==> src/rtl/mem_arb_pkg.sv <==
// Shared types and constants for the data-memory access arbiter.
package mem_arb_pkg;

  typedef enum logic [0:0] {
    ARB,
    LOCKED
  } arb_state_t;

  localparam int unsigned DEFAULT_ADDR_W   = 8;
  localparam int unsigned DEFAULT_DATA_W   = 16;
  localparam int unsigned DEFAULT_MAX_LOCK = 8;

  function automatic int unsigned lock_cnt_width(int unsigned max_lock);
    return $clog2(max_lock + 1);
  endfunction

  localparam int unsigned LOCK_CNT_W = lock_cnt_width(DEFAULT_MAX_LOCK);

endpackage

==> src/rtl/rr_picker.sv <==
// Combinational round-robin picker: first set request at or after ptr, wrapping.
module rr_picker
  import mem_arb_pkg::*;
#(
  parameter int unsigned NUM_REQ = 2,
  parameter int unsigned IDX_W   = 1
) (
  input  logic [NUM_REQ-1:0] req,
  input  logic [IDX_W-1:0]   ptr,
  output logic [NUM_REQ-1:0] gnt,
  output logic [IDX_W-1:0]   idx,
  output logic               any
);

  always_comb begin
    int unsigned cand;
    gnt  = '0;
    idx  = '0;
    any  = 1'b0;
    cand = 0;
    for (int unsigned off = 0; off < NUM_REQ; off++) begin
      cand = 32'(ptr) + off;
      if (cand >= NUM_REQ) cand = cand - NUM_REQ;
      if (!any && req[cand[IDX_W-1:0]]) begin
        any = 1'b1;
        idx = cand[IDX_W-1:0];
      end
    end
    gnt[idx] = any;
  end

endmodule

==> src/rtl/mem_access_arbiter.sv <==
// Round-robin arbiter sharing one 1R/1W data memory, with a bounded lock mode for RMW.
// Optional per-requester grant counters are built when MEM_ARB_STATS_EN is defined.
module mem_access_arbiter
  import mem_arb_pkg::*;
#(
  parameter int unsigned NUM_REQ  = 2,
  parameter int unsigned ADDR_W   = DEFAULT_ADDR_W,
  parameter int unsigned DATA_W   = DEFAULT_DATA_W,
  parameter int unsigned MAX_LOCK = DEFAULT_MAX_LOCK
) (
  input  logic                      clk,
  input  logic                      rst_n,
  input  logic [NUM_REQ-1:0]        req_valid,
  input  logic [NUM_REQ-1:0]        req_we,
  input  logic [NUM_REQ-1:0]        req_lock,
  input  logic [NUM_REQ*ADDR_W-1:0] req_addr,
  input  logic [NUM_REQ*DATA_W-1:0] req_wdata,
  output logic [NUM_REQ-1:0]        req_ready,
  output logic [NUM_REQ-1:0]        rsp_valid,
  output logic [DATA_W-1:0]         rsp_rdata,
  output logic                      mem_wt_en,
  output logic [ADDR_W-1:0]         mem_wt_addr,
  output logic [DATA_W-1:0]         mem_data_wt,
  output logic [ADDR_W-1:0]         mem_rd_addr,
  input  logic [DATA_W-1:0]         mem_read_out,
  output logic [NUM_REQ*16-1:0]     grant_cnt
);

  localparam int unsigned IdxW     = (NUM_REQ > 1) ? $clog2(NUM_REQ) : 1;
  localparam int unsigned LockCntW = lock_cnt_width(MAX_LOCK);
  localparam logic [LockCntW-1:0] LockMax = LockCntW'(MAX_LOCK);
  localparam logic [IdxW-1:0]     LastIdx = IdxW'(NUM_REQ - 1);

  arb_state_t          state_q, state_d;
  logic [IdxW-1:0]     rr_ptr_q, rr_ptr_d;
  logic [IdxW-1:0]     owner_q, owner_d;
  logic [LockCntW-1:0] lock_cnt_q, lock_cnt_d;
  logic [NUM_REQ-1:0]  rsp_valid_q;
  logic [DATA_W-1:0]   rsp_rdata_q;

  logic [NUM_REQ-1:0]  pick_gnt;
  logic [IdxW-1:0]     pick_idx;
  logic                pick_any;

  logic                gnt_vld;
  logic [IdxW-1:0]     gnt_idx;
  logic [NUM_REQ-1:0]  gnt_onehot;
  logic                gnt_we;
  logic                gnt_lock;
  logic [ADDR_W-1:0]   gnt_addr;
  logic [DATA_W-1:0]   gnt_wdata;
  logic                owner_valid;
  logic                owner_lock;
  logic                rd_gnt;

  rr_picker #(
    .NUM_REQ (NUM_REQ),
    .IDX_W   (IdxW)
  ) u_rr_picker (
    .req (req_valid),
    .ptr (rr_ptr_q),
    .gnt (pick_gnt),
    .idx (pick_idx),
    .any (pick_any)
  );

  assign owner_valid = req_valid[owner_q];
  assign owner_lock  = req_lock[owner_q];

  // Grant decision; suppressed while in reset so nothing reaches the memory.
  always_comb begin
    gnt_vld    = 1'b0;
    gnt_idx    = owner_q;
    gnt_onehot = '0;
    unique case (state_q)
      ARB: begin
        gnt_vld    = pick_any;
        gnt_idx    = pick_idx;
        gnt_onehot = pick_gnt;
      end
      LOCKED: begin
        if (owner_valid && (!owner_lock || (lock_cnt_q < LockMax))) begin
          gnt_vld             = 1'b1;
          gnt_onehot[owner_q] = 1'b1;
        end
      end
      default: ;
    endcase
    if (!rst_n) begin
      gnt_vld    = 1'b0;
      gnt_onehot = '0;
    end
  end

  assign gnt_we    = req_we[gnt_idx];
  assign gnt_lock  = req_lock[gnt_idx];
  assign gnt_addr  = req_addr[gnt_idx*ADDR_W +: ADDR_W];
  assign gnt_wdata = req_wdata[gnt_idx*DATA_W +: DATA_W];
  assign rd_gnt    = gnt_vld & ~gnt_we;

  always_ff @(posedge clk or negedge rst_n) begin
    if (!rst_n) begin
      state_q    <= ARB;
      rr_ptr_q   <= '0;
      owner_q    <= '0;
      lock_cnt_q <= '0;
    end else begin
      state_q    <= state_d;
      rr_ptr_q   <= rr_ptr_d;
      owner_q    <= owner_d;
      lock_cnt_q <= lock_cnt_d;
    end
  end

  always_comb begin
    state_d    = state_q;
    rr_ptr_d   = rr_ptr_q;
    owner_d    = owner_q;
    lock_cnt_d = lock_cnt_q;
    unique case (state_q)
      ARB: begin
        if (gnt_vld) begin
          rr_ptr_d = (gnt_idx == LastIdx) ? '0 : gnt_idx + 1'b1;
          if (gnt_lock) begin
            state_d    = LOCKED;
            owner_d    = gnt_idx;
            lock_cnt_d = LockCntW'(1);
          end
        end
      end
      LOCKED: begin
        if (owner_valid) begin
          if (!owner_lock || (lock_cnt_q == LockMax)) begin
            // Final unlocked access, or forced release at the lock budget.
            state_d    = ARB;
            lock_cnt_d = '0;
          end else begin
            lock_cnt_d = lock_cnt_q + 1'b1;
          end
        end else if (!owner_lock) begin
          state_d    = ARB;
          lock_cnt_d = '0;
        end
      end
      default: state_d = ARB;
    endcase
  end

  always_comb begin
    req_ready   = gnt_onehot;
    mem_wt_en   = gnt_vld & gnt_we;
    mem_wt_addr = mem_wt_en ? gnt_addr : '0;
    mem_data_wt = mem_wt_en ? gnt_wdata : '0;
    mem_rd_addr = rd_gnt ? gnt_addr : '0;
  end

  always_ff @(posedge clk or negedge rst_n) begin
    if (!rst_n) begin
      rsp_valid_q <= '0;
      rsp_rdata_q <= '0;
    end else begin
      rsp_valid_q <= rd_gnt ? gnt_onehot : '0;
      if (rd_gnt) rsp_rdata_q <= mem_read_out;
    end
  end

  assign rsp_valid = rsp_valid_q;
  assign rsp_rdata = rsp_rdata_q;

`ifdef MEM_ARB_STATS_EN
  logic [NUM_REQ*16-1:0] grant_cnt_q;

  always_ff @(posedge clk or negedge rst_n) begin
    if (!rst_n) begin
      grant_cnt_q <= '0;
    end else begin
      for (int i = 0; i < NUM_REQ; i++) begin
        if (gnt_onehot[i] && (grant_cnt_q[i*16 +: 16] != 16'hFFFF)) begin
          grant_cnt_q[i*16 +: 16] <= grant_cnt_q[i*16 +: 16] + 16'd1;
        end
      end
    end
  end

  assign grant_cnt = grant_cnt_q;
`else
  assign grant_cnt = '0;
`endif

endmodule

==> config.mk <==
export PLATFORM = sky130hd
export DESIGN_NAME = mem_access_arbiter
export DESIGN_NICKNAME = d
export VERILOG_FILES = /design/src/rtl/mem_arb_pkg.sv /design/src/rtl/rr_picker.sv /design/src/rtl/mem_access_arbiter.sv
export SDC_FILE = /design/constraint.sdc
export NUM_CORES = 1
export LEC_CHECK = 0
export CAP_MARGIN = 15
export CORE_MARGIN = 8
export CORE_UTILIZATION = 33
export CTS_BUF_LIST = sky130_fd_sc_hd__clkbuf_4 sky130_fd_sc_hd__clkbuf_8 sky130_fd_sc_hd__clkbuf_16
export CTS_CLUSTER_DIAMETER = 120
export DETAILED_ROUTE_END_ITERATION = 6
export PLACE_DENSITY = 0.81
export SLEW_MARGIN = 20
export SYNTH_ARGS = -nofsm -noshare
export SYNTH_HDL_FRONTEND = slang
export SYNTH_HIERARCHICAL = 1
export SYNTH_SLANG_ARGS = --single-unit
==> constraint.sdc <==
create_clock -name clk -period 3.7 [get_ports clk]
set_clock_uncertainty 0.1 [all_clocks]
set_input_delay 0.74 -clock clk [delete_from_list [all_inputs] [get_ports clk]]
set_output_delay 0.74 -clock clk [all_outputs]
set_load 0.02 [all_outputs]
# Word level (Yosys, flattened, before mapping)
# Cells that the tools add are included.
# W data, S select, Z words.
# op_classes
addsub	5
order_cmp	10
n_eq_ne	4
shifts	2
muxes	46
n_bitwise	5
n_reduce_logical	11
# ops
operator	count
$shiftx A32 B6 Y16	1
$mux W1	29
$mux W4	5
$mux W16	1
$mux W8	2
$shiftx A16 B5 Y8	1
$lt A1 B2 Y1 const B	5
$pmux W4 S2	1
$mux W2	3
$reduce_and A3 Y1	2
$add A4 B1 Y4 const B	1
$eq A4 B4 Y1 const B	1
$logic_and A1 B1 Y1	4
$lt A4 B4 Y1 const B	1
$ne A2 B2 Y1 const B	2
$pmux W1 S2	2
$pmux W2 S2	1
$ne A3 B3 Y1 const B	1
$add A1 B1 Y2 const B	1
$and A1 B1 Y1	2
$and A2 B2 Y2	1
$demux W1 S1	2
$ge A1 B1 Y1 const B	2
$ge A1 B2 Y1 const B	1
other kinds (7)	11
# word_totals
reg_bits	25
in_bits	72
output_inout_bits	85
wordCells	89

# Logic depth before layout (Yosys ltp)
# Gate-level depths: netlist of the first run.
# logic_depth
depth_word	16
depth_mapped	9

# Cells and area by module
# Netlist of the first run, hierarchy kept.
# modules_own_cells
module	instances	cells_per_inst	area_each_um2
mem_access_arbiter	1	217	1923.1
rr_picker	1	5	32.5

# Worst setup path before layout of the first run
# No wires, ideal clock.
# synth_timing
path_kind	input to output
startpoint	in req_valid[1]
endpoint	out mem_data_wt[14]
arrival_time_ns	2.508
t_required_ns	2.860
setup_slack_ns	0.352
cell_stages	8
path_buffers	3
path_cell_list	a21boi_1 -> mux2_4 -> buf_6 -> mux2i_4 -> or3b_1 -> buf_2 -> buf_2 -> a21oi_1
# synth_via
elab_chain_cells	11
# synth_lines
item	line	source
from (decl)	mem_access_arbiter.sv:13	input logic [NUM_REQ-1:0] req_valid,
parallel branches: the longest is 10 deep, another holds $shiftx A32 B6 Y16	n/a	
$mux W16 *	mem_access_arbiter.sv:153	mem_data_wt = mem_wt_en ? gnt_wdata : '0;
to (decl)	mem_access_arbiter.sv:23	output logic [DATA_W-1:0] mem_data_wt,
# Mark *: on every way between the ends. The select of a mux whose other input is x is not followed.

# Worst setup path in the final report of the first run
# layout_timing
startpoint	in req_valid[0]
endpoint	out mem_wt_en
# layout_via
elab_chain_cells	10
# layout_lines
item	line	source
$mux W1 (implied by the code) (2 in a row)	rr_picker.sv:24	if (!any && req[cand[IDX_W-1:0]]) begin
$mux W1	rr_picker.sv:24	
$logic_not A1 Y1	rr_picker.sv:24	
$logic_and A1 B1 Y1	rr_picker.sv:24	
$mux W1 *	rr_picker.sv:24	
named net pick_idx	mem_access_arbiter.sv:42	logic [IdxW-1:0] pick_idx;
$mux W1 *	mem_access_arbiter.sv:75	unique case (state_q)
$mux W1 (implied by the code) * (2 in a row)	mem_access_arbiter.sv:95	assign gnt_we = req_we[gnt_idx];
$and A1 B1 Y1 *	mem_access_arbiter.sv:151	mem_wt_en = gnt_vld & gnt_we;
to (decl)	mem_access_arbiter.sv:21	output logic mem_wt_en,
# Mark *: on every way through the listed nets, which the timed path passes. The rest lies on a longest branch. The select of a mux whose other input is x is not followed.

==> results of run 1 <==
metal layers:
| layer | vias to the layer above | track usage (%) | wire (µm) |
|---|---|---|---|
| met5 | - | 0 | 0 |
| met4 | 0 | 4.16 | 97 |
| met3 | 8 | 5.29 | 707 |
| met2 | 112 | 25.9 | 3230 |
| met1 | 908 | 15.7 | 2590 |
| li1 | 946 | - | - |
worst min path at each step:
stage                       startpoint             to  slack (ns)  cells after the start
after floorplan                  rst_n  lock_cnt_q[0]        0.34                      0
after detailed placement  rsp_rdata[3]   rsp_rdata[3]        0.39                      1
after CTS                 rsp_rdata[6]   rsp_rdata[6]        0.42                      1
after global placement    rsp_rdata[8]   rsp_rdata[8]        0.39                      1
final                     rsp_rdata[6]   rsp_rdata[6]        0.41                      1
after global routing      rsp_rdata[6]   rsp_rdata[6]        0.43                      1
layout make-up:
cell class	instances	area, µm²	area share [%]
Clock buffer	3	41.3	1.31
Clock inverter	1	7.51	0.238
Inverter	7	26.3	0.832
Multi-Input combinational cell	177	1110	35.0
Sequential cell	25	626	19.8
Tap cell	75	93.8	2.97
Timing Repair Buffer	142	1260	39.8
critical path, cell delays in order:
cell and delay [ns]:
sky130_fd_sc_hd__clkdlybuf4s50_1 0.47, sky130_fd_sc_hd__a21boi_1 0.08, sky130_fd_sc_hd__mux2_4 0.30, sky130_fd_sc_hd__mux2i_4 0.19, sky130_fd_sc_hd__or3b_1 0.42, sky130_fd_sc_hd__buf_12 0.18
sky130_fd_sc_hd__inv_1 0.05, sky130_fd_sc_hd__dlygate4sd2_1 0.32
power groups by stage:
stage               Clock [W]  Sequential, W  Combinational [W]
floorplan                   0       0.000560           0.000518
global placement            0       0.000456            0.00104
detailed placement          0       0.000456            0.00106
CTS                  0.000175       0.000457            0.00104
global route         0.000185       0.000472            0.00109
finish               0.000167       0.000456            0.00102
logic make-up (layout without fill, tap and decap cells):
group / Yosys count / after routing / synth area share, %
simple gates: 77 / 77 / 17.6
buf+inv: 51 / 153 / 17.3
compound gates: 36 / 36 / 12.3
mux: 30 / 30 / 19.3
flops: 25 / 25 / 32.0
fa+ha+maj: 2 / 2 / 1.28
other cells: 1 / 32 / 0.192
state kept, by name, indices dropped and copies added, names as in the netlist:
register,flops
rsp_valid,2
rsp_rdata,16
owner_q,1
rr_ptr_q,1
state_q,1
lock_cnt_q,4
Yosys cell counts (all sizes together):
library cell and instances:
nor3 2, mux2 19, nor2b 2, nand3b 2, o21bai 1, buf 40
conb 1, a22oi 1, nand2b 3, o21a 1, nor2 19, nand3 3
a22o 1, a21o 1, clkbuf 4, ha 2, o221ai 1, nor3b 1
o21ai 2, and3b 1, a32oi 1, o2111ai 1, nand2 38, a32o 1
dfrtp 25, o22ai 1, o2bb2ai 1, and2 2, mux2i 11, inv 7
or3b 2, a21boi 3, and3 1, a21oi 20, or2 1
stage by stage:
step / setup slack (ns) / TNS, ns / std cells / cell area, µm²
final: 0.102 / 0 / 430 / 3160
after global routing: 0.0155 / 0 / 430 / 3160
after CTS: 0.000342 / 0 / 430 / 3270
after detailed placement: -0.335 / -8.09 / 426 / 3240
after global placement: -0.295 / -7.51 / 426 / 3240
after floorplan: 0.352 / 0 / 253 / 2070
repair_timing:
item | CTS | global route
setup buffers | 0 | 0
hold buffers | 0 | 0
endpoints found under the hold margin | 0 | 0
gates resized for setup | 46 | 38
cloned | 0 | 0
setup endpoints to repair | 33 | 24
==> impl_results.md, run 1 <==
- Largest net degree at the start of global routing: 32
- NumNets Final: 430
- Status: finished, final reports clean
- Most common cell after layout, fill and taps aside: sky130_fd_sc_hd__clkdlybuf4s50_1
- CTS tree: yes
- End of the critical path: mem_wt_en
- All-Layer GR Usage: 14.5%
- Minimum clock period after layout: 3.60 ns
- Routed length per placed instance: about 15 µm
- Effective utilization at floorplan: 33.6%
- Num Clock Sinks: 25
- Critical path peak fanout: 25
- Worst endpoint data arrival time: 2.76 ns
- Placer congestion estimate: between 0.8 and 0.9
- Number of antenna violations at the first check in global routing: 0
- Origin of the critical flop-to-flop path: rr_ptr_q
- Detailed Routing Iterations Pass 1: 4
- Hold crit path type: reg2reg
- Number of design rule violations left after detail routing: 0
- Post-synthesis average cell area: 8.81 µm²
- Final total power: 0.00164 W
- Worst reg2reg setup slack: approximately 1.4 ns
- Placement Rows: 28
- Vias in the first global route: between 2000 and 2500
- Antenna-violating nets left: 0
- Number of vias in the routed layout: roughly 2000
- Total of warnings raised by yosys: 6
- Number of I/O pins: around 160
- Fraction of final layout cells sized beyond drive strength 1: between 10% and 20%
- Total half-perimeter wirelength after legalization and detailed placement: 5.44 mm
- Reg power frac: between 20 and 30%
- Aggregate routed wire length: between 6 and 7 mm
- Setup violations, final: 0
- VDD IR-drop max: 398 µV
- Num CTS Buffers: 3
- CP Launch Point: req_valid[0]
- Count of fill cells added during filler insertion: about 560
- Post-route worst hold slack: just over 0.4 ns
- Share of the synthesized area in the top cell type: 32.0%
- Sequential cell area fraction in the yosys report: 32.0%
- Clk Latency, worst-skew pair: 0.27 ns
- Most area-consuming cells after synthesis: sky130_fd_sc_hd__dfrtp_1 32%, sky130_fd_sc_hd__buf_4 12%, sky130_fd_sc_hd__mux2_4 8.4%, sky130_fd_sc_hd__nand2_1 7.3%, sky130_fd_sc_hd__a21oi_1 5.1%
- Number of hold violations in the final report: 0
- Reg2Reg Depth: 8
- Horiz. Die Dim: 93.0 µm
- Global-route wire length before repair: 10.3 mm
- Core occupancy in the finished layout: 54.3%
- Number of H-tree levels: 1
- Post-DR vias/cell: 4.59
- Port buffer count: about 120
- Netlist Area Pre-Place: 0.00196 mm²
- Startpoint Class: input pin
- Die Outline Area: 0.00865 mm²
- Static leakage power: 1.51 nW
- Clock-pin slew on the worst setup and hold paths: 0.09 ns
- Power per cell area: 519 mW/mm²
- Instance count of the mapped netlist: 222
- Reg2Reg Capture Point: rsp_rdata[7]
- Required time at the endpoint of the critical path: approximately 2.9 ns
- Part of the power in the clock network: 10.2%
- Deepest clock path buffer count: 2
- Clk Tree Root Cell: sky130_fd_sc_hd__clkbuf_8
- Count of max-cap constraint violations: 0
- DIE HEIGHT: 93.0 µm
- Core box area: about 0.0058 mm²
- Unique cell type count in the Yosys netlist: 41
- Area leader, netlist: sky130_fd_sc_hd__dfrtp_1
- Relative area change from synthesis to final layout: 61.5%
- Fmax achieved: ~280 MHz
- DR iter-0 viols: 43
- Leading cell types in the layout, fill and taps excluded: 91 x sky130_fd_sc_hd__clkdlybuf4s50_1, 38 x sky130_fd_sc_hd__nand2_1, 32 x sky130_fd_sc_hd__conb_1
- Ratio of final minimum period to clock period: 97.2%
- Combinational Power Share: 62.0%
- Internal power summed over all cells: approximately 0.00096 W
- Final number of max-transition violations: 0
- Final global-route overflow total: 0
- Switching power share of the total: 41.1%
- RSZ-0062 raised after global routing: no
- CP endpoint kind: primary output
- Switching power: 0.000674 W
- Number of antenna cells inserted: 0
- Synthesized flop and latch total: 25
- Crit path kind: in2out
Note: power is estimated with default switching activity, not from simulation.
==> run 2: changes to the inputs <==
--- a/config.mk
+++ b/config.mk
@@ -6,12 +6,14 @@
 export NUM_CORES = 1
 export LEC_CHECK = 0
 export CAP_MARGIN = 15
+export CELL_PAD_IN_SITES_DETAIL_PLACEMENT = 0
+export CELL_PAD_IN_SITES_GLOBAL_PLACEMENT = 1
 export CORE_MARGIN = 8
-export CORE_UTILIZATION = 33
+export CORE_UTILIZATION = 22
 export CTS_BUF_LIST = sky130_fd_sc_hd__clkbuf_4 sky130_fd_sc_hd__clkbuf_8 sky130_fd_sc_hd__clkbuf_16
 export CTS_CLUSTER_DIAMETER = 120
 export DETAILED_ROUTE_END_ITERATION = 6
-export PLACE_DENSITY = 0.81
+export PLACE_DENSITY = 0.8
 export SLEW_MARGIN = 20
 export SYNTH_ARGS = -nofsm -noshare
 export SYNTH_HDL_FRONTEND = slang
==> run 2 against run 1 <==
Via count fell by 1.1%; final cell count rose by 7.4%; cell area increased by 1.2%; die area increased by 41%; clock power grew 3%; critical path type unchanged; largest power group unchanged.
==> impl_results.md, run 2 (same netlist as run 1, synthesis figures left out) <==
- Status: finished, final reports clean
- Pre-CTS setup slack: -0.432 ns (-0.0973 ns)
- Reg2Reg Depth: 8 (unchanged)
- Cells along the critical path: clkdlybuf4s50_1 > a21boi_1 > mux2_4 > mux2i_4 > or3b_1 > buf_12 > a21oi_1 > buf_2
- Final total power: 0.00164 W (about the same)
- Final WS setup: 0.127 ns (+0.0247 ns)
- Largest net degree at the start of global routing: 32 (unchanged)
- Critical path peak fanout: 25 (unchanged)
- Final number of max-transition violations: 0 (unchanged)
- Placement Rows: 34 (+21%)
- Total half-perimeter wirelength after legalization and detailed placement: 5.59 mm (+2.8%)
- Core occupancy in the finished layout: 36.9% (-17 points)
- Effective utilization at floorplan: 22.5% (-11 points)
- Total negative slack for setup checks: 0 ns (unchanged)
- Required time at the endpoint of the critical path: 2.86 ns (about the same)
- CTS Hold Bufs: 0 (unchanged)
- Final global-route overflow total: 0 (unchanged)
- Number of I/O pins: 157 (unchanged)
- CTS tree: yes
- Clk Tree Root Cell: sky130_fd_sc_hd__clkbuf_8
- Detailed Routing Iterations Pass 1: 4 (unchanged)
- Setup violations, final: 0 (unchanged)
- All-Layer GR Usage: 9.91% (-4.6 points)
- CP endpoint kind: primary output
- Crit path kind: in2out
- Worst endpoint data arrival time: 2.73 ns (-0.03 ns)
- Hold crit path type: reg2reg
- Relative area change from synthesis to final layout: 63.5%
- Buf/Inv on CP: 3 (-1)
- Startpoint Class: input pin
- Aggregate routed wire length: 6.87 mm (+3.7%)
- CP max stage cell: sky130_fd_sc_hd__clkdlybuf4s50_1
- Number of vias in the routed layout: 1952 (-1.1%)
- Hold Crit Start: rsp_rdata[8]
- Placer congestion estimate: 0.789 (-7.5%)
- NumNets Final: 429 (-0.23%)
- Number of design rule violations left after detail routing: 0 (unchanged)
- Clk Latency, worst-skew pair: 0.27 ns (about the same)
- Number of antenna cells inserted: 0 (unchanged)
- Power per cell area: 513 mW/mm² (-1.1%)
- DIE HEIGHT: 110 µm (+19%)
- Worst reg2reg setup slack: 1.39 ns (about the same)
- Cell count after placement: 458 (+7.5%)
- Routed length per placed instance: 14.9 µm (-3.5%)
- Vias in the first global route: 1918 (-8.7%)
- Origin of the critical flop-to-flop path: rr_ptr_q
- Reg2Reg Capture Point: rsp_rdata[9]
- Ratio of final minimum period to clock period: 96.6% (-0.67 points)
- Minimum clock period after layout: 3.57 ns (-0.0247 ns)
- Leading cell types in the layout, fill and taps excluded: 91 x sky130_fd_sc_hd__clkdlybuf4s50_1, 38 x sky130_fd_sc_hd__nand2_1, 32 x sky130_fd_sc_hd__conb_1
- Final cell count without fillers: 462 (+7.4%)
- Fmax achieved: 280 MHz (+0.69%)
- RSZ-0062 raised after global routing: yes
- Core box area: 0.00868 mm² (+49%)
- Buffer count from post-CTS setup fixing: 0 (unchanged)
- Port buffer count: 124 (unchanged)
- Num CTS Buffers: 3 (unchanged)
- Delay of the slowest cell on the worst path: 0.49 ns (+0.02 ns)
- Worst Hold End: rsp_rdata[8]
- Clock-pin slew on the worst setup and hold paths: 0.10 ns (about the same)
- Num Clock Sinks: 25 (unchanged)
- Most common cell after layout, fill and taps aside: sky130_fd_sc_hd__clkdlybuf4s50_1
- Antenna-violating nets left: 0 (unchanged)
- Die Outline Area: 0.0122 mm² (+41%)
- CP delay by family, top: buffers and inverters
- VDD IR-drop max: 292 µV (-27%)
- Count of max-cap constraint violations: 0 (unchanged)
- Number of antenna violations at the first check in global routing: 0 (unchanged)
- Horiz. Die Dim: 110 µm (+19%)
- Worst hold path stage count: 1 (unchanged)
- DR iter-0 viols: 48 (+12%)
- Number of hold violations in the final report: 0 (unchanged)
- Largest register FFs: 16 (unchanged)
- Number of H-tree levels: 1 (unchanged)
- Deepest clock path buffer count: 2 (unchanged)
- Post-DR vias/cell: 4.23 (-8.0%)
- CP Launch Point: req_valid[0]
- Fraction of final layout cells sized beyond drive strength 1: 19.5% (+0.34 points)
- Global-route wire length before repair: 9.79 mm (-4.6%)
- Static leakage power: 1.51 nW (+0.18%)
[run 2: changes by cell type in the layout (fill, tap and decap cells not counted)]
cell,previous run,this run
sky130_fd_sc_hd__a21oi_2,0,1
sky130_fd_sc_hd__buf_2,3,14
sky130_fd_sc_hd__a21oi_1,20,19
sky130_fd_sc_hd__dlygate4sd2_1,9,8
sky130_fd_sc_hd__buf_4,17,18
sky130_fd_sc_hd__clkbuf_2,21,9
[run 2: power breakdown]
part,switching [W],total (W),internal (W)
clock,0.0000959,0.000172,0.0000764
sequential,0.0000710,0.000456,0.000385
combinational,0.000511,0.00101,0.000501
[run 2: worst register-to-register path, stage by stage, from the launching register on]
cell	delay [ns]
sky130_fd_sc_hd__dfrtp_1	0.41
sky130_fd_sc_hd__inv_1	0.07
sky130_fd_sc_hd__a21boi_1	0.08
sky130_fd_sc_hd__mux2_4	0.31
sky130_fd_sc_hd__mux2i_4	0.19
sky130_fd_sc_hd__buf_4	0.14
sky130_fd_sc_hd__o2111ai_4	0.16
sky130_fd_sc_hd__buf_4	0.36
sky130_fd_sc_hd__mux2_2	0.39
[run 2: per-layer routing]
metal	global-route usage (%)	vias up	share of wire (%)	wire [µm]
met2	17.5	105	45	3120
met1	11.4	902	41	2820
met5	0	-	0	0
met3	3.60	5	13	908
met4	1.43	0	0.33	23
li1	-	940	-	-
[run 2: how the worst max path moves through the flow]
stage / slack, ns / depth (start not counted) / end
2_1_floorplan: 0.35 / 8 / mem_data_wt[14]
3_3_place_gp: -0.43 / 8 / mem_data_wt[0]
3_5_place_dp: -0.43 / 8 / mem_data_wt[0]
4_1_cts: 0.0008 / 8 / mem_wt_addr[6]
5_1_grt: -0.0001 / 8 / mem_data_wt[3]
6_report: 0.13 / 8 / mem_data_wt[3]
[run 2: layout make-up]
type / instances / area (µm²)
Fill cell: 913 / 5480
Timing Repair Buffer: 141 / 1250
Multi-Input combinational cell: 177 / 1110
Sequential cell: 25 / 626
Tap cell: 108 / 135
Clock buffer: 3 / 41.3
Inverter: 7 / 26.3
Clock inverter: 1 / 7.51
[run 2: through the flow]
step | area [µm²] | hold WS (ns)
floorplan | 2070 | 0.344
global placement | 3280 | 0.391
detailed placement | 3280 | 0.393
CTS | 3320 | 0.423
global route | 3200 | 0.441
finish | 3200 | 0.418
[run 2: repair_timing]
item / CTS / global route
gates resized for setup: 72 / 30
endpoints found under the setup margin: 33 / 24
endpoints found under the hold margin: 0 / 0
